--- src/rtl/edge_event_scheduler.sv ---
// Timestamps per-channel rising/falling edge pulses, holds them pending and
// serialises them onto one valid/ready event stream via round-robin arbitration.
module edge_event_scheduler #(
  parameter int NCH  = 4,
  parameter int TS_W = 16,
  localparam int CW  = $clog2(NCH)
) (
  input  logic            clk,
  input  logic            resetn,
  input  logic            enable,
  input  logic [NCH-1:0]  pose_edge,
  input  logic [NCH-1:0]  neg_edge,
  input  logic            evt_ready,
  output logic            evt_valid,
  output logic [CW-1:0]   evt_ch,
  output logic            evt_rise,
  output logic [TS_W-1:0] evt_ts,
  input  logic            clr_ovf,
  output logic [NCH-1:0]  overflow
);

  localparam int NS = 2 * NCH;
  localparam int SW = $clog2(NS);

  logic [TS_W-1:0] cnt;
  logic [NS-1:0]   pending;
  logic [NS-1:0]   src;
  logic [TS_W-1:0] ts [NS];
  logic [SW-1:0]   ptr;
  logic [SW-1:0]   win;
  logic            win_found;
  logic            load;
  logic            grant;
  logic [NCH-1:0]  ovf_set;

  // Even source index is the rising edge of a channel, odd is the falling edge.
  always_comb begin
    src = '0;
    for (int ch = 0; ch < NCH; ch++) begin
      src[2*ch]   = enable & pose_edge[ch];
      src[2*ch+1] = enable & neg_edge[ch];
    end
  end

  always_comb begin
    int idx;
    win       = '0;
    win_found = 1'b0;
    idx       = 0;
    for (int i = 0; i < NS; i++) begin
      idx = int'(ptr) + i;
      if (idx >= NS) idx = idx - NS;
      if (!win_found && pending[SW'(idx)]) begin
        win_found = 1'b1;
        win       = SW'(idx);
      end
    end
  end

  assign load  = !evt_valid || evt_ready;
  assign grant = load && win_found;

  // A pulse is lost only when its source is still pending and not being drained now.
  always_comb begin
    ovf_set = '0;
    for (int s = 0; s < NS; s++) begin
      if (src[s] && pending[s] && !(grant && win == SW'(s)))
        ovf_set[s/2] = 1'b1;
    end
  end

  always_ff @(posedge clk or negedge resetn) begin
    if (!resetn) begin
      cnt       <= '0;
      pending   <= '0;
      ptr       <= '0;
      evt_valid <= 1'b0;
      evt_ch    <= '0;
      evt_rise  <= 1'b0;
      evt_ts    <= '0;
      overflow  <= '0;
    end else begin
      if (enable) cnt <= cnt + 1'b1;

      if (load) begin
        if (win_found) begin
          evt_valid <= 1'b1;
          evt_ch    <= CW'(win >> 1);
          evt_rise  <= ~win[0];
          evt_ts    <= ts[win];
          ptr       <= (win == SW'(NS - 1)) ? '0 : win + 1'b1;
        end else begin
          evt_valid <= 1'b0;
        end
      end

      for (int s = 0; s < NS; s++) begin
        if (grant && win == SW'(s))
          pending[s] <= src[s];
        else if (src[s])
          pending[s] <= 1'b1;
      end

      overflow <= (clr_ovf ? '0 : overflow) | ovf_set;
    end
  end

  // Timestamps need no reset: a stale value is never visible without its pending bit.
  always_ff @(posedge clk) begin
    for (int s = 0; s < NS; s++) begin
      if (src[s] && (!pending[s] || (grant && win == SW'(s))))
        ts[s] <= cnt;
    end
  end

endmodule

--- config.mk ---
export PLATFORM = sky130hd
export DESIGN_NAME = edge_event_scheduler
export DESIGN_NICKNAME = d
export VERILOG_FILES = /design/src/rtl/edge_event_scheduler.sv
export SDC_FILE = /design/constraint.sdc
export NUM_CORES = 1
export LEC_CHECK = 0
export ABC_AREA = 1
export CAP_MARGIN = 20
export CORE_MARGIN = 2
export CORE_UTILIZATION = 40
export CTS_CLUSTER_SIZE = 25
export DETAILED_ROUTE_END_ITERATION = 16
export HOLD_SLACK_MARGIN = 0.1
export PLACE_DENSITY = 0.63
export RECOVER_POWER = 50
export SLEW_MARGIN = 10
export SYNTH_ARGS = -nofsm -noshare
export SYNTH_HDL_FRONTEND = slang
export SYNTH_SLANG_ARGS = --single-unit
--- constraint.sdc ---
create_clock -name clk -period 4.1 [get_ports clk]
set_clock_uncertainty 0.05 [all_clocks]
set_input_delay 0.82 -clock clk [delete_from_list [all_inputs] [get_ports clk]]
set_output_delay 0.82 -clock clk [all_outputs]
set_load 0.02 [all_outputs]
==> metrics <==
post-place instance area=8610 sq um; fin. max-slew vios=31; Slew @ Worst Pin=1.66 ns; initial antenna violation count=0; Max-Cap Viols=1; Core Footprint=19400 sq um; hold slack=0.426 ns; design area=9180 sq um; vias in the first global route=5182; die span in y=144 um; Die ar.=20800 sq um; status=finished, violations left; RSZ-0062 raised after global routing=false; Layout area overhead=16.5%; Worst Path Max Fanout=16; Die Wd=144 um; CP endpoint kind=flip-flop; Seq cells post-synth=178; post-route ant nets=0; global-route wire length before repair=29900 um; crit path time final=3.72 ns; Routed WL=19200 um; Synth Warn #=0; Worst EP required=4.15 ns; post-DR wirelength/cell=17.9 um; Num Clock Sinks=178; Peak Freq=269 MHz; min setup slack post-route=0.379 ns; Slew HR=-0.105; I/O Buffers=36; Clock Tree Root=clkbuf_16; drt initial violations=539; met3 WL post-DR=726 um; worst hold path type=reg -> reg; Mapped Nets=768; total CTS buffers=17; DR top layer=met4; vias=5480; drt first pass iters=5; vias per inst=5.12; pre-CTS setup slack=0.275 ns; site row count=51; post-synthesis async set-or-reset flop share=0.281; Post-Syn Area per Cell=10.5 sq um; Seq/Total Area, Yosys=0.647; IO Count=37; DRC Markers=0; failing checks=max-capacitance violations, max-slew violations; WP buf/inv=3; slowest stage delay, CP=0.52 ns; most used cell, CP=nand2_1; routability cong.=0.884; CTS clk-pin slew, worst paths=0.06 ns; Synth Flop Type=edfxtp_1; CTS max path bufs=2; DP HPWL=12400 um; clk_lat worst skew=0.43 ns; CTS tree=done; gr usage total=0.194; Initial Utilization=0.406; period utilisation layout=0.908; setup_tns=0 ns; Fillers=1829; Worst setup SP type=flip-flop; Antenna diodes=0; arrival time worst endpoint=3.77 ns; number of synthesized flops with an enable pin=128; pin count of the biggest net entering global routing=65; R2R cell count=16; Setup CP Type=reg -> reg; synth unique cells=36; Setup Viol. Count Final=0; crit path cell chain=inv_2 -> ha_1 -> inv_1 -> nand3_1 -> nand3_1 -> nand2_1 -> nor2_4 -> nand4_2 -> nor2_4 -> nand2_1 -> or2_1 -> nand2_2 -> ha_1 -> nand2_1 -> a21oi_2 -> buf_4; synthesized area=7880 sq um; Met1 Routed Length=9010 um; Gate Count Post-Synth=747; Overflow after GRT=0; Fin. Hold Viols=0; Post-CTS Setup Inserts=0; WL met2=9170 um; number of cells on the critical path=16; proportion of layout cells with a drive suffix above 1=0.100; fin nets=814; Worst Hold Path Cells=2; CP top delay family=simple AND/OR/NAND/NOR gates; Slowest cell on crit path=dfrtp_1; H-tree Lvls=4
==> synth_stat cells, types with 6 or more instances <==
cell type  number  area [sq um]
a21oi_1        10          50.1
buf_2          16          80.1
buf_4           7          52.6
dfrtp_1        50          1250
edfxtp_1      128          3840
ha_1            8           100
inv_1          33           124
nand2_1       234           878
nand2_2         6          37.5
nand3_1       167           836
nand4_1         8          50.1
nor2_1         16          60.1
o21ai_0         9          45.0
xnor2_1         6          52.6
xor2_1         11          96.3
==> layout make-up <==
class,instances,area (sq um),area share
clock buffer,17,425,0.0463
sequential,178,5090,0.555
inverter,37,139,0.0151
multi-input combinational,501,2480,0.271
timing repair buffer,58,562,0.0612
tap,265,332,0.0361
clock inverter,15,143,0.0155
==> flip-flops by register name (all words and copies together), names as in the netlist <==
name	cells
ptr	3
evt_ts	16
evt_ch	2
pending	8
ts	128
cnt	16
evt_valid	1
overflow	4
==> final timing paths <==
path                                 from        end  slack [ns]
worst min-delay path            evt_ts[6]  evt_ts[6]        0.43
min in group asynchronous          resetn     cnt[7]        0.66
worst max-delay path               ptr[1]  ts[7][13]        0.38
worst min register to register  evt_ts[6]  evt_ts[6]        0.43
worst max register to register     ptr[1]  ts[7][13]        0.38
max in group asynchronous          resetn  evt_ts[9]        1.13
==> what timing repair did <==
| action | 4_1_cts | 5_1_grt |
|---|---|---|
| setup endpoints to repair | 0 | 64 |
| hold buffers | 0 | 0 |
| gates resized for setup | 0 | 2 |
==> cells in the final DEF, fill, tap and decap left out, types with 4 or more instances in the layout <==
cell type / netlist / routed
dfrtp_1: 50 / 50
nand3_1: 167 / 167
inv_2: 4 / 4
nand4_1: 8 / 8
edfxtp_1: 128 / 128
ha_1: 8 / 8
buf_4: 7 / 16
dlygate4sd3_1: 0 / 9
a21oi_2: 0 / 8
xnor2_1: 6 / 6
o21ai_0: 9 / 9
nand2_2: 6 / 6
inv_1: 33 / 33
clkbuf_16: 0 / 17
buf_12: 0 / 4
nor2_4: 3 / 4
clkdlybuf4s50_1: 0 / 26
xor2_1: 11 / 11
nand2_1: 234 / 234
clkinvlp_4: 0 / 4
nor2_1: 16 / 16
==> routing by layer <==
metal  track usage  vias up
met5             0        -
met4        0.0613        0
met3        0.0272       19
met2         0.307      142
met1         0.280     2667
li1              -     2652
==> per-stage QoR <==
step,util,instances
after global placement,0.444,1039
after global routing,0.473,1071
after floorplan,-,747
final,0.473,1071
after detailed placement,0.444,1039
after CTS,0.473,1071
==> kinds of logic (layout without fill, tap and decap cells) <==
group,Yosys count,count (layout),synth area share
buffers and inverters,68,127,0.0435
xor gates and xnor gates,18,18,0.0210
adders and majority gates,8,8,0.0127
AOI/OAI and AO/OA,25,25,0.0191
and+or+nand+nor,450,450,0.257
DFF,178,178,0.647
==> worst reg2reg max path, stage by stage (launching register included) <==
cell,delay (ns)
dfrtp_1,0.52
inv_2,0.07
ha_1,0.37
inv_1,0.24
nand3_1,0.13
nand3_1,0.13
nand2_1,0.12
nor2_4,0.15
nand4_2,0.14
nor2_4,0.17
nand2_1,0.08
or2_1,0.25
nand2_2,0.25
ha_1,0.19
nand2_1,0.08
a21oi_2,0.14
buf_4,0.31
Power is left out: the tool's default activity adds up to more than one toggle a clock period on the data nets, which glitch-free logic cannot reach.
